File: src/rtl/fir_filter_multilane.sv
// -----------------------------------------------------------------------------
// fir_filter_multilane
//
// Time-multiplexed FIR filter. One sample is processed at a time: after a
// sample is accepted, the filter walks over its taps LANES at a time, so a
// result needs LENGTH/LANES accumulate cycles plus one cycle to present it.
// Coefficients are signed and can be rewritten at run time while idle.
//
// Ports
//   clk           rising-edge clock
//   rst           synchronous, active-high reset (clears all state)
//   FIR_input     signed input sample
//   input_valid   a sample is present on FIR_input
//   input_ready   the filter can take a sample this cycle (idle only)
//   coef_wr_en    coefficient write strobe (honoured only while idle)
//   coef_wr_addr  tap index; tap 0 multiplies the newest sample
//   coef_wr_data  signed coefficient value
//   output_valid  one-cycle pulse: FIR_output carries a new result
//   FIR_output    signed sum over k of h[k]*x[n-k]; held until next result
// -----------------------------------------------------------------------------
module fir_filter_multilane #(
    parameter int WIDTH      = 8,
    parameter int COEF_WIDTH = 8,
    parameter int LENGTH     = 100,
    parameter int LANES      = 4,
    parameter int OUT_WIDTH  = 23
) (
    input  logic                          clk,
    input  logic                          rst,
    input  logic signed [WIDTH-1:0]       FIR_input,
    input  logic                          input_valid,
    output logic                          input_ready,
    input  logic                          coef_wr_en,
    input  logic [$clog2(LENGTH)-1:0]     coef_wr_addr,
    input  logic signed [COEF_WIDTH-1:0]  coef_wr_data,
    output logic                          output_valid,
    output logic signed [OUT_WIDTH-1:0]   FIR_output
);

    localparam int N      = LENGTH / LANES;
    localparam int CNT_W  = (N > 1) ? $clog2(N) : 1;
    localparam int IDX_W  = $clog2(LENGTH);
    localparam int PROD_W = WIDTH + COEF_WIDTH;

    // Catch unusable parameter sets at elaboration time.
    if (LENGTH % LANES != 0) begin : g_bad_lanes
        $error("LENGTH must be a multiple of LANES");
    end
    if (OUT_WIDTH <= PROD_W) begin : g_bad_width
        $error("OUT_WIDTH must be wider than one product");
    end

    typedef enum logic [1:0] {
        IDLE,
        MAC,
        DONE
    } state_t;

    state_t                        state;
    logic signed [WIDTH-1:0]       delay_line [LENGTH];
    logic signed [COEF_WIDTH-1:0]  coef       [LENGTH];
    logic signed [OUT_WIDTH-1:0]   acc;
    logic [CNT_W-1:0]              count;

    logic [IDX_W-1:0]              tap_idx    [LANES];
    logic signed [PROD_W-1:0]      product    [LANES];
    logic signed [OUT_WIDTH-1:0]   lane_sum;

    logic                          accept;
    logic                          coef_write;

    // A sample is taken only while idle; input_ready is high exactly then.
    // Coefficient writes are likewise confined to idle so that a sum in
    // flight never sees a mixture of old and new coefficients.
    always_comb begin
        accept     = (state == IDLE) && input_valid && input_ready;
        coef_write = (state == IDLE) && coef_wr_en &&
                     (int'(coef_wr_addr) < LENGTH);
    end

    // Each MAC cycle handles the group of taps count*LANES .. count*LANES+LANES-1.
    // Products are sign-extended to the accumulator width before summing,
    // and the width is sized so the running sum cannot overflow.
    always_comb begin
        lane_sum = '0;
        for (int l = 0; l < LANES; l++) begin
            tap_idx[l] = IDX_W'(int'(count) * LANES + l);
            product[l] = delay_line[tap_idx[l]] * coef[tap_idx[l]];
            lane_sum   = lane_sum +
                         {{(OUT_WIDTH - PROD_W){product[l][PROD_W-1]}}, product[l]};
        end
    end

    // Delay line: newest sample enters at tap 0 on every accepted sample.
    // Its contents carry over from one sample to the next; only reset clears it.
    always_ff @(posedge clk) begin
        if (rst) begin
            for (int k = 0; k < LENGTH; k++) begin
                delay_line[k] <= '0;
            end
        end else if (accept) begin
            delay_line[0] <= FIR_input;
            for (int k = 1; k < LENGTH; k++) begin
                delay_line[k] <= delay_line[k-1];
            end
        end
    end

    // Coefficient memory. A write in the same cycle as an accepted sample
    // lands before the first MAC cycle, so that sample already uses it.
    // Addresses past the last tap are dropped.
    always_ff @(posedge clk) begin
        if (rst) begin
            for (int k = 0; k < LENGTH; k++) begin
                coef[k] <= '0;
            end
        end else if (coef_write) begin
            coef[coef_wr_addr] <= coef_wr_data;
        end
    end

    // Control FSM: IDLE waits for a sample, MAC runs N accumulate cycles,
    // DONE raises output_valid for one cycle. The final group is added
    // straight into FIR_output so the result is ready as DONE begins.
    // Reset from any state returns to IDLE and discards the sample in flight.
    always_ff @(posedge clk) begin
        if (rst) begin
            state        <= IDLE;
            acc          <= '0;
            count        <= '0;
            input_ready  <= 1'b1;
            output_valid <= 1'b0;
            FIR_output   <= '0;
        end else begin
            case (state)
                IDLE: begin
                    output_valid <= 1'b0;
                    if (accept) begin
                        acc         <= '0;
                        count       <= '0;
                        input_ready <= 1'b0;
                        state       <= MAC;
                    end
                end
                MAC: begin
                    if (count == CNT_W'(N - 1)) begin
                        FIR_output   <= acc + lane_sum;
                        output_valid <= 1'b1;
                        state        <= DONE;
                    end else begin
                        acc   <= acc + lane_sum;
                        count <= count + CNT_W'(1);
                    end
                end
                DONE: begin
                    output_valid <= 1'b0;
                    input_ready  <= 1'b1;
                    state        <= IDLE;
                end
                default: begin
                    output_valid <= 1'b0;
                    input_ready  <= 1'b1;
                    state        <= IDLE;
                end
            endcase
        end
    end

endmodule

File: config.mk
export PLATFORM = sky130hd
export DESIGN_NAME = fir_filter_multilane
export DESIGN_NICKNAME = d
export VERILOG_FILES = /design/src/rtl/fir_filter_multilane.sv
export SDC_FILE = /design/constraint.sdc
export NUM_CORES = 2
export LEC_CHECK = 0
export BUFFER_PORTS_ARGS = -buffer_cell sky130_fd_sc_hd__buf_2
export CAP_MARGIN = 25
export CORE_MARGIN = 1
export CORE_UTILIZATION = 63
export CTS_BUF_LIST = sky130_fd_sc_hd__clkbuf_8
export DETAILED_ROUTE_END_ITERATION = 8
export HOLD_SLACK_MARGIN = 0.08
export PLACE_DENSITY = 0.79
export SLEW_MARGIN = 20
export SYNTH_ARGS = -nofsm -noshare
export SYNTH_HDL_FRONTEND = slang
export SYNTH_SLANG_ARGS = --single-unit
File: constraint.sdc
create_clock -name clk -period 67.2 [get_ports clk]
set_clock_uncertainty 0.1 [all_clocks]
set_input_delay 3.36 -clock clk [delete_from_list [all_inputs] [get_ports clk]]
set_output_delay 3.36 -clock clk [all_outputs]
set_load 0.01 [all_outputs]
# --- Word-level counts from Yosys, hierarchy flattened ---
# Memory sizes are Yosys's and may differ from the RTL's. A register that Yosys moved wholly into a read port is not among the register bits.
# Index checks and enable logic that the tools add are counted.
word_totals:
  register_bits: 55
  ram_bits: 1600
  in_bits: 27
  out_inout_bits: 25
  wordCells: 265
  mem_count: 2
mem_list:
  columns: ["name", "words", "word_bits", "rd", "rd_clocked_by_memory_dff", "wr", "line_no", "text"]
  rows:
  - ["coef", 100, 8, 4, 1, 100, "61", "logic signed [COEF_WIDTH-1:0] coef [LENGTH];"]
  - ["delay_line", 100, 8, 103, 1, 100, "60", "logic signed [WIDTH-1:0] delay_line [LENGTH];"]
classes:
  addsub: 8
  multipliers: 4
  order_cmp: 1
  eq_ne: 5
  n_mux: 126
  bitwise_logic: 101
  reduce_logical: 12
ops:
  columns: ["operator", "count"]
  rows:
  - ["8-bit 2-to-1 mux", 101]
  - ["1-bit OR", 100]
  - ["8-bit by 8-bit multiplier with 16-bit output", 4]
  - ["23-bit 2-to-1 mux", 2]
  - ["23-bit one-hot mux with 2 select lines", 1]
  - ["7-bit 2-to-1 mux", 5]
  - ["23-bit by 19-bit adder with 23-bit output", 1]
  - ["18-bit by 16-bit adder with 19-bit output", 1]
  - ["17-bit by 16-bit adder with 18-bit output", 1]
  - ["16-bit by 16-bit adder with 17-bit output", 1]
  - ["7-bit by 2-bit adder with 7-bit output, second input constant", 2]
  - ["1-bit 2-to-1 mux", 10]
  - ["5-bit 2-to-1 mux", 2]
  - ["5-bit one-hot mux with 2 select lines", 1]
  - ["8-bit OR reduction", 1]
  - ["7-bit by 1-bit adder with 7-bit output, second input constant", 1]
  - ["7-bit < comparator, second input constant", 1]
  - ["2-bit inequality test, second input constant", 3]
  - ["2-bit AND reduction", 3]
  - ["5-bit by 1-bit adder with 5-bit output, second input constant", 1]
  - ["5-bit == test, second input constant", 1]
  - ["1-bit logical AND", 4]
  - ["2-bit 2-to-1 mux", 2]
  - ["2-bit one-hot mux with 2 select lines", 1]
  - ["7 further kinds", 7]

# --- Depth between registers and ports, before layout ---
# An unclocked memory read counts as a cell.
logic_depth:
  ltp_word: 9
  depth_mapped: 34
  depth_no_buf: 30

# --- Worst setup path after synthesis ---
# No wires, ideal clock.
synth_timing:
  path_kind: "in2reg"
  from: "in rst"
  to: "reg acc[10]"
  setup_time_ns: 0.140
  arrival_ns: 26.926
  t_required_ns: 66.960
  path_slack_ns: 40.034
  path_stages: 4
  n_path_buf: 1
  cell_sequence: "clkbuf_1 > nand2b_1 > nor2_1 > a22o_1"
synth_lines:
  columns: ["element", "line_no", "text"]
  rows:
  - ["start: declaration", "29", "input logic rst,"]
  - ["end signal: assignment", "151", "acc <= acc + lane_sum;"]
  - ["end: declaration", "62", "logic signed [OUT_WIDTH-1:0] acc;"]

# --- Worst setup path after layout ---
layout_timing:
  from: "reg count[1]"
  to: "reg FIR_output[20]"
layout_between:
  elab_chain_cells: 7
  elab_cells_between_ends: 14
  classes_between: "7 x add/sub; 3 x mul; 1 x eq/ne; 1 x reduce/logical; 2 x memory"
layout_rtl:
  columns: ["element", "line_no", "text"]
  rows:
  - ["start: declaration", "63", "logic [CNT_W-1:0] count;"]
  - ["start signal: assignment", "152", "count <= count + CNT_W'(1);"]
  - ["7-bit by 1-bit adder with 7-bit output", "87", "tap_idx[l] = IDX_W'(int'(count) * LANES + l);"]
  - ["memory 100 x 8 bit (on tied branches)", null, null]
  - ["8-bit by 8-bit multiplier with 16-bit output", "88", "product[l] = delay_line[tap_idx[l]] * coef[tap_idx[l]];"]
  - ["16-bit by 16-bit adder with 17-bit output", "89", "lane_sum = lane_sum +"]
  - ["17-bit by 16-bit adder with 18-bit output", "89", null]
  - ["18-bit by 16-bit adder with 19-bit output", "89", null]
  - ["23-bit by 19-bit adder with 23-bit output", "147", "FIR_output <= acc + lane_sum;"]
  - ["end signal: assignment", "147", null]
  - ["end: declaration", "37", "output logic signed [OUT_WIDTH-1:0] FIR_output"]
# Several ways; a longest one is shown, not always the timed one.
# A chain may end at the register's enable or synchronous reset.

==> results.toml <==
[sta]
fin_setup_tns_ns = 0
setup_ws_ns = 55.82
fmax_ghz = 0.0879
fin_crit_sh_pct = 16.9
drv_slew = 0
tightest_slew_ns = 1.05
rsz0062_at_grt = "false"
setup_violations = 0
min_period_ns = 11.38
hold_ws_ns = 0.353
hold_viol = 0
relSlewSlack_pct = 29.7

[yosys]
synth.top_cell.area_share_pct = 57.0
syn_area_per_cell_um2 = 15.2
synth_edf_count = 1824
post-synth-top-count-cell = "edfxtp_1"
ys_warn_count = 0
async_flop_share_pct = 0
syn_inst = 6301
synthTopCellsByArea = "edfxtp_1 (57%), mux4_2 (13%), and2_1 (8.7%)"
yosysTopAreaCell = "edfxtp_1"
yosysSeqAreaShare_pct = 58.3
netlist_top_cells_count = "edfxtp_1 (1,824), and2_1 (1,343), mux4_2 (544)"
syn_area_um2 = 96100
synth.distinct_cells = 59
synth_flop_cell = "edfxtp_1"
synth-seq-cells = 1884

[global_routing]
grt_max_degree = 145
overflow = 0
first_global_vias = 54300
grt_pass1_wl_um = 326000
grtUsageTotal_pct = 28.4
antenna_found_initial = 7

[die]
core_um2 = 151000
start_util_pct = 63.8
row_count = 142
die_w_um = 392
dieArea_um2 = 154000
io_pins = 52
die_y_um = 392

[cts]
worstSkewPairLatency_ns = 1.03
clock-root-buffer = "clkbuf_8"
ctsResizeCount = 0
cts_setup_buffers = 0
cts_sinks = 1884
clockBufferDepth = 4
holdBufCountCts = 0
clk_pin_slew_ns = 0.06
cts_buffers = 322
htreeDepth = 5
cts_tree = "done"

[route]
met3_length_um = 15300
firstDrtPassIters = 8
drcViolationCount = 2
initialDrtViolationCount = 5489
highest_layer = "met4"
drt-met1-wl_um = 85600
drt-wirelength-per-cell_um = 23.9
detail-route-antenna-nets = 0
vias_per_cell = 5.90
wl_met2_um = 103000
wl_um = 211000
via_count = 52300

[layout]
multi_input_area_um2 = 37700
finalNonFillerCells = 8851
drive_above_1_share_pct = 17.7
nets = 7131
area_growth_pct = 8.57
regArea_um2 = 56000
fillers = 10000

[placed_design]
place_hpwl_um = 140000
gp_congestion = 0.935
post-place-ws_ns = 55.92
post-place-cells = 8298
port_buffers = 51

[critical_path]
reg2reg_slack_ns = 55.82
timing.rr.start = "count[1]"
r2r_cells = 27
required_ns = 67.96
critPathLaunchType = "register"
r2r_end = "FIR_output[20]"
end_kind = "register"
worstSetupPathType = "reg -> reg"
worst-path-max-fanout = 144
cp.arrival_ns = 12.14

[worst_hold_path]
holdPathEnd = "FIR_output[9]"
min_from = "FIR_output[9]"
whs_path_depth = 2
hold_class = "reg -> reg"

[outcome]
violations = "design-rule violations"
outcome = "complete, but fails checks"

[flow_run]
drv_cap = 0
==> routing by layer <==
| layer | GRT usage (%) | vias up |
|---|---|---|
| li1 | - | 22700 |
| met1 | 40.3 | 27000 |
| met2 | 45.1 | 2160 |
| met3 | 4.72 | 409 |
| met4 | 10.1 | 0 |
| met5 | 0 | - |
==> cell usage in the layout (no fill, tap or decap), types with 13 or more instances in the layout <==
| cell | synthesis | final |
|---|---|---|
| a21oi_1 | 61 | 59 |
| mux2i_4 | 22 | 22 |
| nand2_1 | 253 | 253 |
| nand3_1 | 20 | 20 |
| nor2_1 | 243 | 242 |
| fa_1 | 386 | 386 |
| nor2b_1 | 282 | 282 |
| and2_1 | 1343 | 1343 |
| o21ai_0 | 48 | 48 |
| clkbuf_8 | 0 | 337 |
| dfxtp_1 | 60 | 52 |
| edfxtp_1 | 1824 | 1824 |
| inv_1 | 436 | 540 |
| mux2i_1 | 36 | 36 |
| buf_2 | 31 | 42 |
| xnor2_1 | 18 | 18 |
| xor2_1 | 14 | 14 |
| nand2b_1 | 16 | 15 |
| or2_2 | 107 | 107 |
| mux4_2 | 544 | 544 |
| conb_1 | 1 | 224 |
| buf_4 | 22 | 67 |
| inv_2 | 14 | 13 |
| ha_1 | 109 | 109 |
| clkinv_1 | 1 | 67 |
| clkinv_2 | 0 | 23 |
==> flip-flops by register name (all words and copies together) (netlist names), named ones only <==
signal        count
count             5
state             2
acc              23
input_ready       1
output_valid      1
delay_line      800
coef           1024
FIR_output       23
==> worst max path at each step <==
stage | startpoint | to | slack, ns | cells past startpoint
final | count[1] | FIR_output[20] | 55.82 | 27
after global routing | count[1] | FIR_output[20] | 55.39 | 27
after CTS | count[1] | FIR_output[20] | 55.88 | 27
after detailed placement | count[1] | FIR_output[20] | 55.92 | 27
after global placement | count[1] | FIR_output[20] | 56.03 | 27
after floorplan | rst | acc[10] | 40.03 | 4
==> metrics by stage <==
| step | cell area (um2) | util [%] |
|---|---|---|
| CTS | 104000 | 69.2 |
| detailed placement | 98700 | 65.5 |
| finish | 104000 | 69.2 |
| global placement | 98700 | 65.5 |
| floorplan | 96900 | - |
| global route | 104000 | 69.2 |
==> critical path: stages (launching register included) <==
cell,delay [ns]
dfxtp_4,0.87
buf_12,0.66
buf_4,0.87
mux4_2,0.42
mux4_2,0.51
mux2i_1,0.68
or2_1,0.28
inv_1,0.09
fa_1,0.61
inv_1,0.14
fa_1,0.51
inv_1,0.05
fa_1,0.50
fa_1,0.44
fa_1,0.52
fa_1,0.45
fa_1,0.50
inv_1,0.05
fa_1,0.47
inv_1,0.04
ha_1,0.34
a2111oi_0,0.55
or2b_1,0.29
o211ai_2,0.25
nor3_1,0.18
o41ai_1,0.34
o31ai_1,0.15
a211oi_1,0.25
==> cell type report <==
class / count / share of cell area (%)
Inverter: 451 / 1.63
Antenna cell: 6 / 0.0144
Multi-Input combinational cell: 3835 / 36.1
Clock buffer: 337 / 4.45
Tap cell: 2016 / 2.42
Clock inverter: 207 / 0.872
Timing Repair Buffer: 115 / 0.801
Sequential cell: 1884 / 53.7
==> cell families after synthesis <==
family          count (synthesis)  synth area share (%)
mux                           620                  13.9
buf+inv                       805                  3.40
xor+xnor                       32                 0.292
other cells                     1               0.00390
flops                        1884                  58.3
compound gates                165                  1.02
simple gates                 2299                  13.7
fa+ha+maj                     495                  9.46
Power is left out: the tool's default activity adds up to more than one toggle a clock period on the data nets, which glitch-free logic cannot reach.
